==> src/rtl/neuron_weight_fetcher.sv <==
// Streams NUM_WEIGHTS words from a registered-output ROM to a valid/ready sink; first weight 2 cycles after start.
// Credits cover the FIFO plus both ROM pipeline stages, so backpressure stalls address issue instead of dropping words.
module neuron_weight_fetcher #(
    parameter int DATA_W      = 16,
    parameter int ADDR_W      = 16,
    parameter int BASE_ADDR   = 1,
    parameter int NUM_WEIGHTS = 10,
    parameter int FIFO_DEPTH  = 4
) (
    input  logic              clk,
    input  logic              rst,
    input  logic              start,
    output logic              busy,
    output logic              done,
    output logic [ADDR_W-1:0] rom_addr,
    input  logic [DATA_W-1:0] rom_dout,
    output logic [DATA_W-1:0] w_data,
    output logic              w_valid,
    input  logic              w_ready,
    output logic              w_last,
    output logic [ADDR_W-1:0] w_index
);

    localparam int PTR_W = $clog2(FIFO_DEPTH);
    localparam int CNT_W = PTR_W + 1;
    localparam logic [ADDR_W-1:0] BASE     = ADDR_W'(BASE_ADDR);
    localparam logic [ADDR_W-1:0] LAST_IDX = ADDR_W'(NUM_WEIGHTS - 1);
    localparam logic [CNT_W:0]    DEPTH_C  = (CNT_W + 1)'(FIFO_DEPTH);

    typedef enum logic [1:0] {S_IDLE, S_FETCH, S_DRAIN, S_DONE} state_t;

    state_t            state_q, state_d;
    logic [ADDR_W-1:0] issue_idx_q, issue_idx_d;
    logic [ADDR_W-1:0] rom_addr_q, rom_addr_d;
    logic              s1_vld_q, s2_vld_q;
    logic [ADDR_W-1:0] s1_idx_q, s2_idx_q;

    logic [DATA_W-1:0] fifo_dat_q  [FIFO_DEPTH];
    logic [ADDR_W-1:0] fifo_idx_q  [FIFO_DEPTH];
    logic              fifo_last_q [FIFO_DEPTH];
    logic [PTR_W-1:0]  wr_ptr_q, rd_ptr_q;
    logic [CNT_W-1:0]  cnt_q, cnt_d;

    logic              issue;
    logic [ADDR_W-1:0] cur_idx;
    logic [CNT_W:0]    occ;
    logic              credit_ok;
    logic              fifo_empty;
    logic              pop, push_store, pop_store;
    logic [DATA_W-1:0] head_dat;
    logic [ADDR_W-1:0] head_idx;
    logic              head_last;

    // s1: address on the ROM bus; s2: rom_dout carries that word this cycle.
    assign occ = {1'b0, cnt_q} + {{CNT_W{1'b0}}, s1_vld_q} + {{CNT_W{1'b0}}, s2_vld_q};
    assign credit_ok  = occ < DEPTH_C;
    assign cur_idx    = (state_q == S_IDLE) ? '0 : issue_idx_q;
    assign fifo_empty = (cnt_q == '0);

    // An empty FIFO lets the arriving ROM word through directly; it is stored if not taken.
    assign head_dat  = fifo_empty ? rom_dout : fifo_dat_q[rd_ptr_q];
    assign head_idx  = fifo_empty ? s2_idx_q : fifo_idx_q[rd_ptr_q];
    assign head_last = fifo_empty ? (s2_idx_q == LAST_IDX) : fifo_last_q[rd_ptr_q];

    assign w_valid = !fifo_empty || s2_vld_q;
    assign w_data  = w_valid ? head_dat : '0;
    assign w_index = w_valid ? head_idx : '0;
    assign w_last  = w_valid && head_last;

    assign pop        = w_valid && w_ready;
    assign push_store = s2_vld_q && !(fifo_empty && pop);
    assign pop_store  = pop && !fifo_empty;

    assign busy     = (state_q == S_FETCH) || (state_q == S_DRAIN);
    assign done     = (state_q == S_DONE);
    assign rom_addr = rom_addr_q;

    always_comb begin
        state_d = state_q;
        issue   = 1'b0;
        case (state_q)
            S_IDLE: begin
                if (start) begin
                    issue   = 1'b1;
                    state_d = (LAST_IDX == '0) ? S_DRAIN : S_FETCH;
                end
            end
            S_FETCH: begin
                if (credit_ok) begin
                    issue = 1'b1;
                    if (issue_idx_q == LAST_IDX) state_d = S_DRAIN;
                end
            end
            S_DRAIN: begin
                if (pop && head_last) state_d = S_DONE;
            end
            default: state_d = S_IDLE;
        endcase
    end

    always_comb begin
        issue_idx_d = issue ? cur_idx + ADDR_W'(1) : issue_idx_q;
        rom_addr_d  = issue ? BASE + cur_idx : rom_addr_q;
        cnt_d       = cnt_q;
        if (push_store && !pop_store)      cnt_d = cnt_q + CNT_W'(1);
        else if (!push_store && pop_store) cnt_d = cnt_q - CNT_W'(1);
    end

    always_ff @(posedge clk) begin
        if (rst) begin
            state_q     <= S_IDLE;
            issue_idx_q <= '0;
            rom_addr_q  <= '0;
            s1_vld_q    <= 1'b0;
            s2_vld_q    <= 1'b0;
            s1_idx_q    <= '0;
            s2_idx_q    <= '0;
            wr_ptr_q    <= '0;
            rd_ptr_q    <= '0;
            cnt_q       <= '0;
        end else begin
            state_q     <= state_d;
            issue_idx_q <= issue_idx_d;
            rom_addr_q  <= rom_addr_d;
            s1_vld_q    <= issue;
            s1_idx_q    <= cur_idx;
            s2_vld_q    <= s1_vld_q;
            s2_idx_q    <= s1_idx_q;
            cnt_q       <= cnt_d;
            if (push_store) wr_ptr_q <= wr_ptr_q + PTR_W'(1);
            if (pop_store)  rd_ptr_q <= rd_ptr_q + PTR_W'(1);
        end
    end

    always_ff @(posedge clk) begin
        if (push_store) begin
            fifo_dat_q[wr_ptr_q]  <= rom_dout;
            fifo_idx_q[wr_ptr_q]  <= s2_idx_q;
            fifo_last_q[wr_ptr_q] <= (s2_idx_q == LAST_IDX);
        end
    end

endmodule

==> config.mk <==
export PLATFORM = sky130hd
export DESIGN_NAME = neuron_weight_fetcher
export DESIGN_NICKNAME = d
export VERILOG_FILES = /design/src/rtl/neuron_weight_fetcher.sv
export SDC_FILE = /design/constraint.sdc
export NUM_CORES = 1
export LEC_CHECK = 0
export CAP_MARGIN = 25
export CORE_MARGIN = 2
export CORE_UTILIZATION = 34
export DETAILED_ROUTE_END_ITERATION = 8
export GPL_TIMING_DRIVEN = 0
export PLACE_DENSITY = 0.58
export SETUP_SLACK_MARGIN = 0.3
export SKIP_LAST_GASP = 1
export SYNTH_ARGS = -nofsm -noshare
export SYNTH_HDL_FRONTEND = slang
export SYNTH_SLANG_ARGS = --single-unit
==> constraint.sdc <==
create_clock -name clk -period 3.4 [get_ports clk]
set_input_delay 0.68 -clock clk [delete_from_list [all_inputs] [get_ports clk]]
set_output_delay 0.68 -clock clk [all_outputs]
set_load 0.01 [all_outputs]
==> results of run 1 <==
-- cells in the final DEF, fill, tap and decap left out, types with 4 or more instances in the layout --
cell / n
inv_1: 6
a31oi_1: 4
mux2i_1: 4
mux4_2: 33
nor4_1: 6
and2_1: 15
dfxtp_1: 58
clkbuf_1: 9
and2_2: 4
nor2_1: 29
nor2b_1: 20
inv_6: 6
a21oi_1: 6
buf_2: 7
clkbuf_2: 7
nand2_1: 82
clkdlybuf4s50_1: 71
nand2b_1: 7
edfxtp_1: 132
clkbuf_16: 18
nand4_1: 5
nand3_1: 42
xnor2_1: 13
ha_1: 11
buf_16: 4
o21ai_0: 5
-- worst max-delay path, stage by stage, from the launching register on --
cell and delay, ns:
dfxtp_1 0.32, buf_6 0.14, buf_4 0.25, mux4_2 0.53, nand2_1 0.08, nand2_1 0.06
clkdlybuf4s50_1 0.48
-- through the flow --
step	hold WS (ns)	instance area [um^2]	TNS, ns	setup slack [ns]	total power, mW
floorplan	0.414	7700	0	1.15	3.97
global placement	0.430	8760	-20.59	-0.177	4.93
detailed placement	0.429	8880	0	0.350	5.00
CTS	0.438	9530	0	0.302	7.07
global route	0.453	9540	0	0.299	7.36
finish	0.436	9540	0	0.425	6.99
-- how the worst min path moves through the flow --
stage	startpoint	slack, ns	endpoint	depth (start not counted)
after CTS	s1_idx_q[5]	0.44	s2_idx_q[5]	1
after detailed placement	s1_idx_q[5]	0.43	s2_idx_q[5]	1
after global routing	s1_idx_q[0]	0.45	s2_idx_q[0]	1
after floorplan	s1_idx_q[0]	0.41	s2_idx_q[0]	1
after global placement	s1_idx_q[4]	0.43	s2_idx_q[4]	1
final	s1_idx_q[5]	0.44	s2_idx_q[5]	1
-- state kept, by name, indices dropped and copies added, names as in the netlist, named ones only --
signal and cells:
rom_addr 16, s1_idx_q 16, fifo_idx_q 64, state_q 2, fifo_dat_q 64, s2_vld_q 1, fifo_last_q 4, cnt_q 3
s1_vld_q 1, rd_ptr_q 2, wr_ptr_q 2, s2_idx_q 16
-- cell type report --
| type | count | share of cell area [%] |
|---|---|---|
| multi-input cells | 317 | 24.9 |
| inverters | 6 | 0.236 |
| clock buffers | 21 | 5.05 |
| plain buffers | 29 | 1.72 |
| clock inverters | 11 | 1.18 |
| well taps | 285 | 3.74 |
| flip-flops and latches | 193 | 54.4 |
| repair buffers | 77 | 8.76 |
-- cell families (layout without fill, tap and decap cells) --
group	Yosys count	count (layout)	synth area share, %
flip-flops	193	193	67.4
AND/OR/NAND/NOR	230	230	14.8
multiplexers	37	37	10.2
XOR/XNOR	15	15	1.71
buffers and inverters	35	144	1.90
adder cells (fa/ha/maj)	12	12	2.05
AO/OA/AOI/OAI	23	23	2.00
-- power by group --
group          total (mW)  internal (mW)  switching, mW
Combinational        2.31           1.06           1.25
Sequential           2.69           2.61         0.0827
Clock                1.99           1.11          0.875
Total                6.99           4.79           2.20
-- per-layer routing --
metal | global-route usage [%] | wire, um | vias to the layer above
li1 | - | - | 2196
met1 | 19.2 | 7540 | 2312
met2 | 24.0 | 8040 | 132
met3 | 3.08 | 839 | 26
met4 | 4.50 | 270 | 0
met5 | 0 | 0 | -
-- what timing repair did --
item / CTS / global route
hold buffers: 0 / 0
hold endpoints to repair: 0 / 0
pin swaps: 1 / 0
setup buffers: 2 / 0
resized for setup: 20 / 10
setup endpoints to repair: 31 / 31
==> reports/qor.csv, run 1 <==
stage,metric,value,unit
layout,post-layout util,42.5,%
grt,global-route wire length before repair,26.5,mm
sta,Final period util,87.5,%
placed_design,gpl congestion,0.858,
critical_path,nature of the critical path startpoint,flop,
logic_synthesis,dominant synthesized flop cell,edfxtp_1,
sta,Post-Route Skew,0.0117,ns
power_and_ir_drop,Max VDD drop,0.000317,V
grt,largest net degree at the start of global routing,18,
clock_tree,Clock Sinks,193,
routing,Post-route DRC,0,
layout,Antenna Cells,0,
clock_tree,cts bufs inserted,17,
critical_path,Worst EP arrival,2.29,ns
floorplanning,Die Height,154,um
logic_synthesis,area share of the largest cell type after synthesis,51.5,%
critical_path,crit-path max FO,10,
power_and_ir_drop,total leakage power,3.34,nW
sta,min Tclk post-route,2.97,ns
logic_synthesis,"Seq/Total Area, Yosys",67.4,%
floorplanning,Core Area,22400,um^2
layout,register area,5190,um^2
floorplanning,Rows,55,
logic_synthesis,syn avg cell area,14.1,um^2
grt,vias in the first global route,4823,
logic_synthesis,post-synthesis cell count,545,
sta,Fin. Hold Viols,0,
sta,final setup vio count,0,
logic_synthesis,largest cells by area after synthesis,"edfxtp_1 51%, dfxtp_1 16%, mux4_2 9.7%, nand2_1 4.0%, nand3_1 2.7%",
critical_path,Worst Reg-to-Reg Cells,11,
min_path,HP Class,reg -> reg,
logic_synthesis,yosys warns,0,
clock_tree,CTS tree,done,
grt,Congestion Overflow GR,0,
critical_path,worst r2r dst,rom_addr[8],
clock_tree,# H-tree levels,4,
routing,initial DRC count,313,
layout,FILL cells,2067,
routing,Routed WL,16.7,mm
logic_synthesis,Post-synth top cells,"132 x edfxtp_1, 82 x nand2_1, 61 x dfxtp_1",
routing,Routed Antenna Nets,0,
layout,Final nets,673,
clock_tree,Max clock buf depth,2,
floorplanning,Die ar.,23900,um^2
grt,initial antenna violation count,0,
logic_synthesis,cell taking the most area after synthesis,edfxtp_1,
outcome,outcome,"complete, no violations",
layout,Area Overhead vs Synth,23.9,%
logic_synthesis,synthesized area,7700,um^2
routing,via count of the routed design,4666,
floorplanning,Initial Util,34.3,%
clock_tree,clock-pin slew of the registers on the worst-case setup and hold paths,0.07,ns
critical_path,Crit Path Class,reg -> out,
critical_path,crit path to,w_index[1],
clock_tree,Root Buffer,clkbuf_16,
layout,footprint of the multi-input gates,2380,um^2
floorplanning,Ports,72,
sta,RSZ-0062 raised after global routing,false,
critical_path,CP Capture Type,output pin,
critical_path,worst endpoint required time,2.72,ns
sta,Worst-Margin Slew,0.605,ns
logic_synthesis,Syn Nets,577,
routing,WL/cell,17.8,um
logic_synthesis,"count leader, synth",edfxtp_1,
routing,vias per inst,4.97,
clock_tree,worst-skew pair later-pin latency,0.43,ns
grt,Total GRT Usage,14.5,%
power_and_ir_drop,P per Cell Area,733,nW/um^2
floorplanning,Die X,154,um
routing,1st-pass router iterations,5,
placed_design,DP HPWL,11.2,mm
logic_synthesis,Synth async-reset ratio,0,%
logic_synthesis,Cell variety after synth,42,
placed_design,DP Cell Count,905,
layout,share of layout cells above drive strength 1,15.6,%
sta,Final Max Tran Viols,0,
logic_synthesis,Seq cells post-synth,193,
critical_path,r2r startpoint,state_q[0],
sta,Max Freq,336,MHz
run,max_cap viols,0,
critical_path,"setup slack, reg-to-reg",0.66,ns
layout,final std cells w/o fill,939,
sta,headroom to the max-slew limit,59.5,%
placed_design,Buffers on Ports,71,
logic_synthesis,Post-synth EDFFs,132,
Note: power is estimated with default switching activity, not from simulation.
==> inputs of run 2 (changes only) <==
- GPL_TIMING_DRIVEN: 0 -> unset
==> reports/qor.csv, run 2 (synthesized netlist as in run 1, its figures left out) <==
stage,metric,value,unit
critical_path,worst endpoint required time,2.72,ns
sta,Worst-Margin Slew,0.733,ns
routing,Routed Antenna Nets,0,
floorplanning,Rows,55,
sta,Fin. Hold Viols,0,
placed_design,DP Area,8810,um^2
clock_tree,cts bufs inserted,17,
floorplanning,Initial Util,34.3,%
routing,vias per inst,4.97,
clock_tree,worst-skew pair later-pin latency,0.43,ns
floorplanning,Die ar.,23900,um^2
critical_path,nature of the critical path startpoint,flop,
sta,Final Max Tran Viols,0,
grt,vias in the first global route,4838,
routing,initial DRC count,268,
routing,via count of the routed design,4578,
critical_path,Worst EP arrival,2.34,ns
critical_path,CP Capture Type,output pin,
floorplanning,Die X,154,um
layout,biggest regs,"fifo_dat_q x64, fifo_idx_q x64",
layout,most frequent cells in the layout,"132 x edfxtp_1, 82 x nand2_1, 71 x clkdlybuf4s50_1, 60 x dfxtp_1, 42 x nand3_1",
sta,Max Freq,332,MHz
sta,Fin Setup TNS,0,ns
floorplanning,Ports,72,
clock_tree,clock-pin slew of the registers on the worst-case setup and hold paths,0.06,ns
layout,share of layout cells above drive strength 1,12.9,%
clock_tree,Root Buffer,clkbuf_16,
placed_design,DP HPWL,9.64,mm
power_and_ir_drop,Max VDD drop,0.000390,V
sta,min Tclk post-route,3.02,ns
placed_design,gpl congestion,0.799,
layout,Final nets,655,
outcome,outcome,"complete, no violations",
power_and_ir_drop,total leakage power,3.27,nW
grt,largest net degree at the start of global routing,42,
layout,"commonest non-fill, non-tap cell in the layout",edfxtp_1,
clock_tree,CTS tree,done,
power_and_ir_drop,switching share of total power,30.4,%
power_and_ir_drop,Clock power frac,28.7,%
power_and_ir_drop,Reg power frac,39.0,%
grt,Total GRT Usage,14.2,%
routing,Post-route DRC,0,
clock_tree,# H-tree levels,4,
routing,Routed WL,16.2,mm
min_path,HP Class,reg -> reg,
sta,Post-Route Skew,0.0105,ns
power_and_ir_drop,Sw Pwr,2.11,mW
sta,Final period util,88.7,%
floorplanning,Core Area,22400,um^2
routing,WL/cell,17.5,um
power_and_ir_drop,P per Cell Area,732,nW/um^2
floorplanning,Die Height,154,um
critical_path,Crit Path Class,reg -> out,
run,max_cap viols,0,
grt,Congestion Overflow GR,0,
clock_tree,Clock Sinks,193,
sta,RSZ-0062 raised after global routing,false,
critical_path,crit-path max FO,6,
power_and_ir_drop,Cell Int Power,4.82,mW
routing,1st-pass router iterations,4,
grt,initial antenna violation count,0,
placed_design,Buffers on Ports,71,
power_and_ir_drop,Gate power share,32.2,%
layout,Antenna Cells,0,
clock_tree,Max clock buf depth,2,
layout,Final Cell Area,9470,um^2
clock_tree,Hold Buf Count CTS,0,
grt,global-route wire length before repair,26.0,mm
layout,Area Overhead vs Synth,23.1,%
sta,final setup vio count,0,
sta,headroom to the max-slew limit,51.1,%
[run 2: final cells by class]
cell class | count | area [um^2]
Timing Repair Buffer | 88 | 942
Clock inverter | 12 | 155
Inverter | 6 | 22.5
Sequential cell | 193 | 5190
Tap cell | 285 | 357
Clock buffer | 20 | 437
Fill cell | 2078 | 13000
Multi-Input combinational cell | 317 | 2370
[run 2: path summary, 6_finish.rpt]
kind | startpoint | to | slack (ns) | depth (start not counted)
setup / recovery | s2_idx_q[14] | w_last | 0.38 | 5
setup reg to reg | state_q[0] | rom_addr[8] | 0.95 | 9
hold reg to reg | s1_idx_q[7] | s2_idx_q[7] | 0.44 | 1
hold / removal | s1_idx_q[7] | s2_idx_q[7] | 0.44 | 1
[run 2: worst max-delay path, cell delays in order (launching register included)]
cell and delay [ns]:
dfxtp_1 0.37, nor4_1 0.39, and4_1 0.39, nand3_1 0.11, nand2_1 0.11, clkdlybuf4s50_1 0.54
[run 2: metal layers]
metal / vias to the layer above / share of wire, % / global-route usage, %
li1: 2159 / - / -
met1: 2292 / 47 / 18.7
met2: 107 / 48 / 23.4
met3: 20 / 3.8 / 3.14
met4: 0 / 1.2 / 4.41
met5: - / 0 / 0
[run 2: power by group through the flow]
stage	clock network [mW]	logic (mW)	registers, mW
2_1_floorplan	0	1.25	2.72
5_1_grt	2.13	2.44	2.72
3_5_place_dp	0	2.17	2.76
6_report	1.99	2.23	2.70
3_3_place_gp	0	2.15	2.75
4_1_cts	2.04	2.22	2.72
[run 2: through the flow]
step / cells / power (mW) / utilization (%) / hold WS, ns / worst slack, ns
6_report: 921 / 6.93 / 42.2 / 0.442 / 0.384
5_1_grt: 921 / 7.30 / 42.2 / 0.456 / 0.302
4_1_cts: 916 / 6.97 / 42.0 / 0.443 / 0.307
3_5_place_dp: 883 / 4.94 / 39.3 / 0.427 / 0.675
3_3_place_gp: 883 / 4.91 / 39.3 / 0.424 / 0.718
2_1_floorplan: 545 / 3.97 / - / 0.414 / 1.15
[run 2: repair_timing]
item	in CTS	in global routing
resized for setup	1	1
setup endpoints to repair	21	16
setup buffers	0	5
gates cloned	1	0
pin swaps	0	0
